[src/rtl/mem_arbiter_pkg.sv]
// Shared definitions for the two-port data-memory arbiter: bus width defaults,
// FSM state encoding and the round-robin pick function.
package mem_arbiter_pkg;

   localparam int DATA_W_DEF = 32;
   localparam int ADDR_W_DEF = 32;

   typedef enum logic [1:0] {
      IDLE   = 2'd0,
      ACCESS = 2'd1,
      RESP   = 2'd2
   } arb_state_t;

   // Winner index for a two-way round robin. On a tie the port that was not
   // granted last time wins. A lone requester always wins.
   function automatic logic rr_pick(input logic req0, input logic req1, input logic last);
      if (req0 && req1) begin
         return ~last;
      end
      return req1;
   endfunction

endpackage

[src/rtl/mem_arbiter_if.sv]
// Bus bundle between the two requesters, the arbiter and the data memory.
// slave  : arbiter view (takes requests, drives acks and memory strobes)
// master : requester/memory view (drives requests and memory read data)
interface mem_arbiter_if
   import mem_arbiter_pkg::*;
#(
   parameter int DATA_W = DATA_W_DEF,
   parameter int ADDR_W = ADDR_W_DEF
);
   logic              req0;
   logic              req1;
   logic              we0;
   logic              we1;
   logic [ADDR_W-1:0] addr0;
   logic [ADDR_W-1:0] addr1;
   logic [DATA_W-1:0] wdata0;
   logic [DATA_W-1:0] wdata1;
   logic              ack0;
   logic              ack1;
   logic [DATA_W-1:0] rdata;
   logic              busy;
   logic              mem_read;
   logic              mem_write;
   logic [ADDR_W-1:0] mem_addr;
   logic [DATA_W-1:0] mem_wdata;
   logic [DATA_W-1:0] mem_rdata;

   modport slave (
      input  req0, req1, we0, we1, addr0, addr1, wdata0, wdata1, mem_rdata,
      output ack0, ack1, rdata, busy, mem_read, mem_write, mem_addr, mem_wdata
   );

   modport master (
      output req0, req1, we0, we1, addr0, addr1, wdata0, wdata1, mem_rdata,
      input  ack0, ack1, rdata, busy, mem_read, mem_write, mem_addr, mem_wdata
   );
endinterface

[src/rtl/mem_arbiter_rr.sv]
// Two-way round-robin grant selection; purely combinational.
module mem_arbiter_rr
   import mem_arbiter_pkg::*;
(
   input  logic req0,
   input  logic req1,
   input  logic last_grant,
   output logic any_req,
   output logic grant
);

   // Winner is evaluated every cycle; the FSM only consumes it in IDLE.
   always_comb begin
      any_req = req0 | req1;
      grant   = rr_pick(req0, req1, last_grant);
   end

endmodule

[src/rtl/mem_arbiter.sv]
// Arbiter between the load/store unit (port 0) and the loader/debug port
// (port 1) in front of a single-port data memory. One transaction every
// three cycles: grant in IDLE, one memory strobe cycle, one ack cycle.
//
// state  | meaning
// -------+-----------------------------------------------------------
// IDLE   | waiting for a request; winner and its command latched here
// ACCESS | memory strobe cycle, mem_read/mem_write driven from latch
// RESP   | ack to the latched winner, rdata forwarded from memory
module mem_arbiter
   import mem_arbiter_pkg::*;
#(
   parameter int DATA_W = DATA_W_DEF,
   parameter int ADDR_W = ADDR_W_DEF
)(
   input  logic          clk,
   input  logic          rst,
   mem_arbiter_if.slave  bus
);

   arb_state_t        state;
   logic              last_grant;
   logic              win_lat;
   logic              we_lat;
   logic [ADDR_W-1:0] addr_lat;
   logic [DATA_W-1:0] wdata_lat;
   logic              mem_read_q;
   logic              mem_write_q;
   logic              ack0_q;
   logic              ack1_q;

   logic              any_req;
   logic              grant;
   logic              we_sel;
   logic [ADDR_W-1:0] addr_sel;
   logic [DATA_W-1:0] wdata_sel;

   mem_arbiter_rr u_rr (
      .req0       (bus.req0),
      .req1       (bus.req1),
      .last_grant (last_grant),
      .any_req    (any_req),
      .grant      (grant)
   );

   // Mux the winning requester's command so it can be latched in one step.
   always_comb begin
      we_sel    = grant ? bus.we1    : bus.we0;
      addr_sel  = grant ? bus.addr1  : bus.addr0;
      wdata_sel = grant ? bus.wdata1 : bus.wdata0;
   end

   // Arbiter FSM; strobes and acks are registered so each lines up exactly
   // with the ACCESS and RESP cycles respectively.
   always_ff @(posedge clk) begin
      if (rst) begin
         state       <= IDLE;
         last_grant  <= 1'b1;
         win_lat     <= 1'b0;
         we_lat      <= 1'b0;
         addr_lat    <= '0;
         wdata_lat   <= '0;
         mem_read_q  <= 1'b0;
         mem_write_q <= 1'b0;
         ack0_q      <= 1'b0;
         ack1_q      <= 1'b0;
      end else begin
         mem_read_q  <= 1'b0;
         mem_write_q <= 1'b0;
         ack0_q      <= 1'b0;
         ack1_q      <= 1'b0;
         case (state)
            IDLE: begin
               if (any_req) begin
                  win_lat     <= grant;
                  last_grant  <= grant;
                  we_lat      <= we_sel;
                  addr_lat    <= addr_sel;
                  wdata_lat   <= wdata_sel;
                  mem_read_q  <= ~we_sel;
                  mem_write_q <= we_sel;
                  state       <= ACCESS;
               end
            end
            ACCESS: begin
               ack0_q <= ~win_lat;
               ack1_q <= win_lat;
               state  <= RESP;
            end
            RESP: begin
               state <= IDLE;
            end
            default: begin
               state <= IDLE;
            end
         endcase
      end
   end

   // The memory registers read data at the end of ACCESS, so it is only
   // meaningful during RESP; zero otherwise so idle rdata is clean.
   always_comb begin
      bus.rdata     = (state == RESP) ? bus.mem_rdata : '0;
      bus.busy      = (state != IDLE);
      bus.ack0      = ack0_q;
      bus.ack1      = ack1_q;
      bus.mem_read  = mem_read_q;
      bus.mem_write = mem_write_q;
      bus.mem_addr  = addr_lat;
      bus.mem_wdata = wdata_lat;
   end

   // Latched write-enable is kept for debug visibility; strobes already encode it.
   logic unused_ok;
   assign unused_ok = we_lat;

endmodule

[src/flat_wrapper.sv]
// flat-port wrapper written by rule: the top's interface ports become plain ports
module mem_arbiter_flat import mem_arbiter_pkg::*;
#(
   parameter int DATA_W = DATA_W_DEF,
   parameter int ADDR_W = ADDR_W_DEF
)
  (clk, rst, bus_req0, bus_req1, bus_we0, bus_we1, bus_addr0, bus_addr1, bus_wdata0, bus_wdata1, bus_mem_rdata, bus_ack0, bus_ack1, bus_rdata, bus_busy, bus_mem_read, bus_mem_write, bus_mem_addr, bus_mem_wdata);
  mem_arbiter_if #(.DATA_W(DATA_W), .ADDR_W(ADDR_W)) bus_i ();
  input  logic clk;
  input  logic rst;
  input wire logic [$bits(bus_i.req0)-1:0] bus_req0;
  input wire logic [$bits(bus_i.req1)-1:0] bus_req1;
  input wire logic [$bits(bus_i.we0)-1:0] bus_we0;
  input wire logic [$bits(bus_i.we1)-1:0] bus_we1;
  input wire logic [$bits(bus_i.addr0)-1:0] bus_addr0;
  input wire logic [$bits(bus_i.addr1)-1:0] bus_addr1;
  input wire logic [$bits(bus_i.wdata0)-1:0] bus_wdata0;
  input wire logic [$bits(bus_i.wdata1)-1:0] bus_wdata1;
  input wire logic [$bits(bus_i.mem_rdata)-1:0] bus_mem_rdata;
  output wire logic [$bits(bus_i.ack0)-1:0] bus_ack0;
  output wire logic [$bits(bus_i.ack1)-1:0] bus_ack1;
  output wire logic [$bits(bus_i.rdata)-1:0] bus_rdata;
  output wire logic [$bits(bus_i.busy)-1:0] bus_busy;
  output wire logic [$bits(bus_i.mem_read)-1:0] bus_mem_read;
  output wire logic [$bits(bus_i.mem_write)-1:0] bus_mem_write;
  output wire logic [$bits(bus_i.mem_addr)-1:0] bus_mem_addr;
  output wire logic [$bits(bus_i.mem_wdata)-1:0] bus_mem_wdata;
  assign bus_i.req0 = bus_req0;
  assign bus_i.req1 = bus_req1;
  assign bus_i.we0 = bus_we0;
  assign bus_i.we1 = bus_we1;
  assign bus_i.addr0 = bus_addr0;
  assign bus_i.addr1 = bus_addr1;
  assign bus_i.wdata0 = bus_wdata0;
  assign bus_i.wdata1 = bus_wdata1;
  assign bus_i.mem_rdata = bus_mem_rdata;
  assign bus_ack0 = bus_i.ack0;
  assign bus_ack1 = bus_i.ack1;
  assign bus_rdata = bus_i.rdata;
  assign bus_busy = bus_i.busy;
  assign bus_mem_read = bus_i.mem_read;
  assign bus_mem_write = bus_i.mem_write;
  assign bus_mem_addr = bus_i.mem_addr;
  assign bus_mem_wdata = bus_i.mem_wdata;
  mem_arbiter #(.DATA_W(DATA_W), .ADDR_W(ADDR_W)) u_core (.clk(clk), .rst(rst), .bus(bus_i));
endmodule
[config.mk]
export PLATFORM = sky130hd
export DESIGN_NAME = mem_arbiter_flat
export DESIGN_NICKNAME = d
export VERILOG_FILES = /design/src/rtl/mem_arbiter_pkg.sv /design/src/rtl/mem_arbiter_if.sv /design/src/rtl/mem_arbiter_rr.sv /design/src/rtl/mem_arbiter.sv /design/src/flat_wrapper.sv
export SDC_FILE = /design/constraint.sdc
export NUM_CORES = 1
export LEC_CHECK = 0
export CAP_MARGIN = 40
export CORE_MARGIN = 10
export CORE_UTILIZATION = 37
export CTS_BUF_LIST = sky130_fd_sc_hd__clkbuf_8
export CTS_CLUSTER_SIZE = 40
export DETAILED_ROUTE_END_ITERATION = 10
export PLACE_DENSITY = 0.95
export SLEW_MARGIN = 25
export SYNTH_ARGS = -nofsm -noshare
export SYNTH_HDL_FRONTEND = slang
export SYNTH_SLANG_ARGS = --single-unit
[constraint.sdc]
create_clock -name clk -period 3.75 [get_ports clk]
set_clock_uncertainty 0.2 [all_clocks]
set_input_delay 0.375 -clock clk [delete_from_list [all_inputs] [get_ports clk]]
set_output_delay 0.375 -clock clk [all_outputs]
set_load 0.03 [all_outputs]
Yosys cells after proc, flatten, opt, wreduce, memory -nomap -nowiden. Cells that the tools add are included.

Register bits: 72. Input port bits: 166. Output and inout bits: 101.

Eq/ne operators: 3. Multiplexer cells: 9. Bitwise operators: 7. Reduce and logical (&&, ||, !) cells: 6.

Operators with widths (number): $mux W32 (3); $not A1 Y1 (6); $mux W1 (4); $pmux W2 S2 (1); $reduce_or A3 Y1 (1); $eq A2 B1 Y1 const B (1); $eq A2 B2 Y1 const B (1); $logic_not A2 Y1 (1); $mux W2 (1); $ne A2 B1 Y1 const B (1); $reduce_and A2 Y1 (1); $reduce_bool A2 Y1 (1); $reduce_or A2 Y1 (1); $logic_and A1 B1 Y1 (1); $or A1 B1 Y1 (1).

Logic depth before layout (Yosys ltp).
Word-level depth: 5. Depth in mapped cells: 5. Mapped depth without buffers: 4.

Hierarchy. From an unflattened synthesis, not the netlist that was laid out.

Cell total of the unflattened synthesis: 276. Area, all modules: 3347.0 um^2.

By module, submodules not included: mem_arbiter (times used 1, cells an instance 274, area each 3333.2 um^2, sequential area each 1441.4 um^2); mem_arbiter_rr (times used 1, cells an instance 2, area each 13.8 um^2, sequential area each 0.0 um^2).

Worst setup path after synthesis. No wires, ideal clock.

Path type: register to output. Start: register u_core.state[1]. End: output port bus_rdata[10]. Arrival time: 1095 ps. Slack: 2080 ps. Cell stages (with the launch flop): 4. Path through: dfxtp_1 > nor2b_1 > clkbuf_1 > and2_1.

Cells in the longest elaborated chain, start to end: 2.

Ends and longest elaborated chain: start: declaration (RTL line mem_arbiter.sv:21) `arb_state_t state;`; start signal: assignment (RTL line mem_arbiter.sv:57) `state <= IDLE;`; start signal: assignment (RTL line mem_arbiter.sv:82) `state <= ACCESS;`; start signal: assignment (RTL line mem_arbiter.sv:88) `state <= RESP;`; $eq A2 B2 Y1 (RTL line mem_arbiter.sv:103) `bus.rdata = (state == RESP) ? bus.mem_rdata : '0;`; $mux W32 (RTL line mem_arbiter.sv:103); end: declaration (RTL line flat_wrapper.sv:22) `output wire logic [$bits(bus_i.rdata)-1:0] bus_rdata;`.

No other way between the ends.

Worst setup path in the final report.
Start: register u_core.state[1]. End: output port bus_rdata[15].

The elaborated chain is that of the path after synthesis.

==> summary.txt <==
Total CTS buffers = 9
Syn Area/Cell = 8.02 sq um
Area enclosed by the die boundary = 0.0135 sq mm
LEAKAGE = 0.00239 uW
Cell Area, Placed = 0.00607 sq mm
Most used DFF post-synth = sky130_fd_sc_hd__dfxtp_1
Number of filler instances in the final layout = 713
Area share of and/or/nand/nor cells after synthesis = 0.224
Clock sinks = 72
Relative slew margins = 0.478
Leading cell types by count after synthesis = sky130_fd_sc_hd__nand2_1 (129), sky130_fd_sc_hd__dfxtp_1 (72), sky130_fd_sc_hd__a21oi_1 (65)
Most frequent cell after synthesis = sky130_fd_sc_hd__nand2_1
Clk pwr share = 0.282
Wire length of the first global-routing pass = 22.6 mm
Violation count after the first detailed-route iteration = 278
Cell type with the largest total area after synthesis = sky130_fd_sc_hd__dfxtp_1
Yosys reg bits = 72
Number of post-CTS setup repair buffers = 0
Setup TNS = 0 ps
Core Region = 0.00911 sq mm
Minimum hold slack = 137 ps
Die outline width = 116 um
Required time of the critical path = 3170 ps
Sequential power share = 0.362
Worst Setup Path Type = flop to primary output
Power share of the combinational group = 0.355
Later-pin clock latency in the skew report = 330 ps
Status = finished, final reports clean
Number of nets in the synthesized netlist = 592
PwrDens = 395 mW/mm^2
Effective utilization at floorplan = 0.375
Distinct cell type count of the synthesized netlist = 24
Clock tree from TritonCTS = done
Total DRC errors in the routed layout = 0
GPL Wtd Cong = 0.809
Compound-Gate Fraction of Synth Area = 0.268
Via count of the first global-routing pass = 4,122
Pins over their slew limit = 0
Multiplexer area fraction after synthesis = 0.00293
Net load switching power = 810 uW
Relative area change from synthesis to final layout = 84.9%
Setup repair after global routing missed its margin = false
Share of the yosys chip area belonging to registers = 0.422
Data arrival time of the worst path = 1990 ps
Std-Cell Rows = 35
Post-Layout Inst Area = 0.00632 sq mm
Crit end category = primary output
Worst-case setup slack after placement = 1190 ps
Hold Path Class = input port to flop
Number of inserted diodes = 0
Total detailed-routing wirelength = 15.4 mm
Input/output buffers = 266
WL per Instance = 19.6 um
Fraction of layout cells with a size suffix above 1 = 0.0446
Least setup slack across all paths after layout = 1180 ps
EDFF count, synth = 0
Clock transition at path regs = 80 ps
Cells taking the most area after synthesis = sky130_fd_sc_hd__dfxtp_1 (42%), sky130_fd_sc_hd__a311oi_1 (16%), sky130_fd_sc_hd__nand2_1 (14%)
Fraction of power spent switching nets = 0.325
Number of antenna violations at the first check in global routing = 0
Final Hold Violating Endpoints = 0
Number of warnings reported in the yosys synthesis log = 0
Maximum operating frequency = 389 MHz
Transition time of the tightest slew-check pin = 781 ps
Syn Inst Count = 426
Area of the multi-input gates = 0.00171 sq mm
Global-route usage over all layers = 0.210
# IOs = 267
IR drop worst, VDD = 0.287 mV
# hold bufs at CTS = 0
Clock tree root buffer cell = sky130_fd_sc_hd__clkbuf_8
Combinational family with the most area after synthesis = compound AO/OA/AOI/OAI gates
Internal Power = 1680 uW
Half-perimeter wire length after detailed placement = 11.9 mm
Worst-case register-to-register setup slack = 1740 ps
CP Max Fanout = 32
Netlist area before placement = 0.00342 sq mm
Share of synthesized cell area in full adder, half adder and majority cells = 0
Parity-gate share of the synthesized area counting xor and xnor cells = 0
Minimum clock period after layout = 2570 ps
Post-CTS resize count = 0
Number of max-cap violations = 0
Height of the die = 116 um
1st-pass router iterations = 5
GRT Residual Overflow = 0
Share of the synthesized area in the top cell type = 0.422
Antenna-violating nets left = 0
Overall Power = 2490 uW
Deepest level of the CTS H-tree = 3
Final Cycle Share = 0.685
Vias post-DR = 4,182
Pin count of the biggest net entering global routing = 67
Vias per cell = 5.34
FFs w/ async S/R, synth = 0
Setup violators final = 0
Flip-flop and latch area = 0.00144 sq mm
Number of nets in the final layout = 833
Max Buffers Root-to-Sink = 2
CP Launch Type = flop
==> worst max-delay path: stages, from the launching register on <==
cell                              delay (ps)
sky130_fd_sc_hd__dfxtp_1                 390
sky130_fd_sc_hd__nor2b_1                 140
sky130_fd_sc_hd__buf_4                   250
sky130_fd_sc_hd__and2_1                  170
sky130_fd_sc_hd__clkdlybuf4s50_1         680
==> stage by stage <==
step	std cells	utilization
floorplan	426	-
global placement	765	0.663
detailed placement	766	0.666
CTS	782	0.691
global route	783	0.694
finish	783	0.694
==> layout by cell type (no fill, tap or decap), types with 2 or more instances in the layout <==
cell type,synthesis,final
sky130_fd_sc_hd__dfxtp_1,72,72
sky130_fd_sc_hd__clkbuf_8,0,11
sky130_fd_sc_hd__a21oi_1,65,65
sky130_fd_sc_hd__buf_12,0,4
sky130_fd_sc_hd__nor3b_1,2,2
sky130_fd_sc_hd__nor2b_1,2,2
sky130_fd_sc_hd__nor2_1,2,2
sky130_fd_sc_hd__bufinv_16,0,2
sky130_fd_sc_hd__a311oi_1,64,64
sky130_fd_sc_hd__nand2_1,129,129
sky130_fd_sc_hd__clkdlybuf4s50_1,0,265
sky130_fd_sc_hd__nor2_4,1,2
sky130_fd_sc_hd__o21ai_0,2,2
sky130_fd_sc_hd__buf_4,14,4
sky130_fd_sc_hd__inv_1,1,2
sky130_fd_sc_hd__and2_1,33,33
==> metal layers <==
layer	track usage	routed length [um]
met1	0.227	5580
met4	0.0717	348
met2	0.383	8090
met3	0.0611	1350
met5	0	0
==> sequential cells by signal, summed over array words and instances, names as in the netlist <==
| register | cells |
|---|---|
| u_core.bus.ack0 | 1 |
| u_core.bus.ack1 | 1 |
| u_core.bus.mem_addr | 32 |
| u_core.bus.mem_read | 1 |
| u_core.bus.mem_wdata | 32 |
| u_core.bus.mem_write | 1 |
| u_core.last_grant | 1 |
| u_core.state | 2 |
| u_core.win_lat | 1 |
==> cells by family after synthesis <==
| group | after synthesis |
|---|---|
| simple gates | 174 |
| compound gates | 133 |
| flops | 72 |
| buf+inv | 46 |
| mux | 1 |
==> path summary, 6_finish.rpt <==
path	start	end	depth (start not counted)
worst min-delay path	rst	u_core.bus.mem_read	2
worst max-delay path	u_core.state[1]	bus_rdata[15]	4
worst max register to register	u_core.last_grant	u_core.bus.mem_read	4
worst min register to register	u_core.win_lat	u_core.bus.ack0	1
==> power groups by stage <==
stage / clock, uW / sequential, uW / combinational [uW]
final: 704 / 904 / 886
after global routing: 743 / 913 / 939
after global placement: 0 / 913 / 859
after detailed placement: 0 / 920 / 885
after floorplan: 0 / 1080 / 292
after CTS: 715 / 903 / 887
==> final cells by class <==
cell class	instances	share of cell area
inverter	1	0.000594
tap	111	0.0220
clock inverter	5	0.0127
clock buffer	11	0.0240
multi-input combinational	308	0.270
timing repair buffer	275	0.442
sequential	72	0.228
Power figures use the tool's default switching activity.
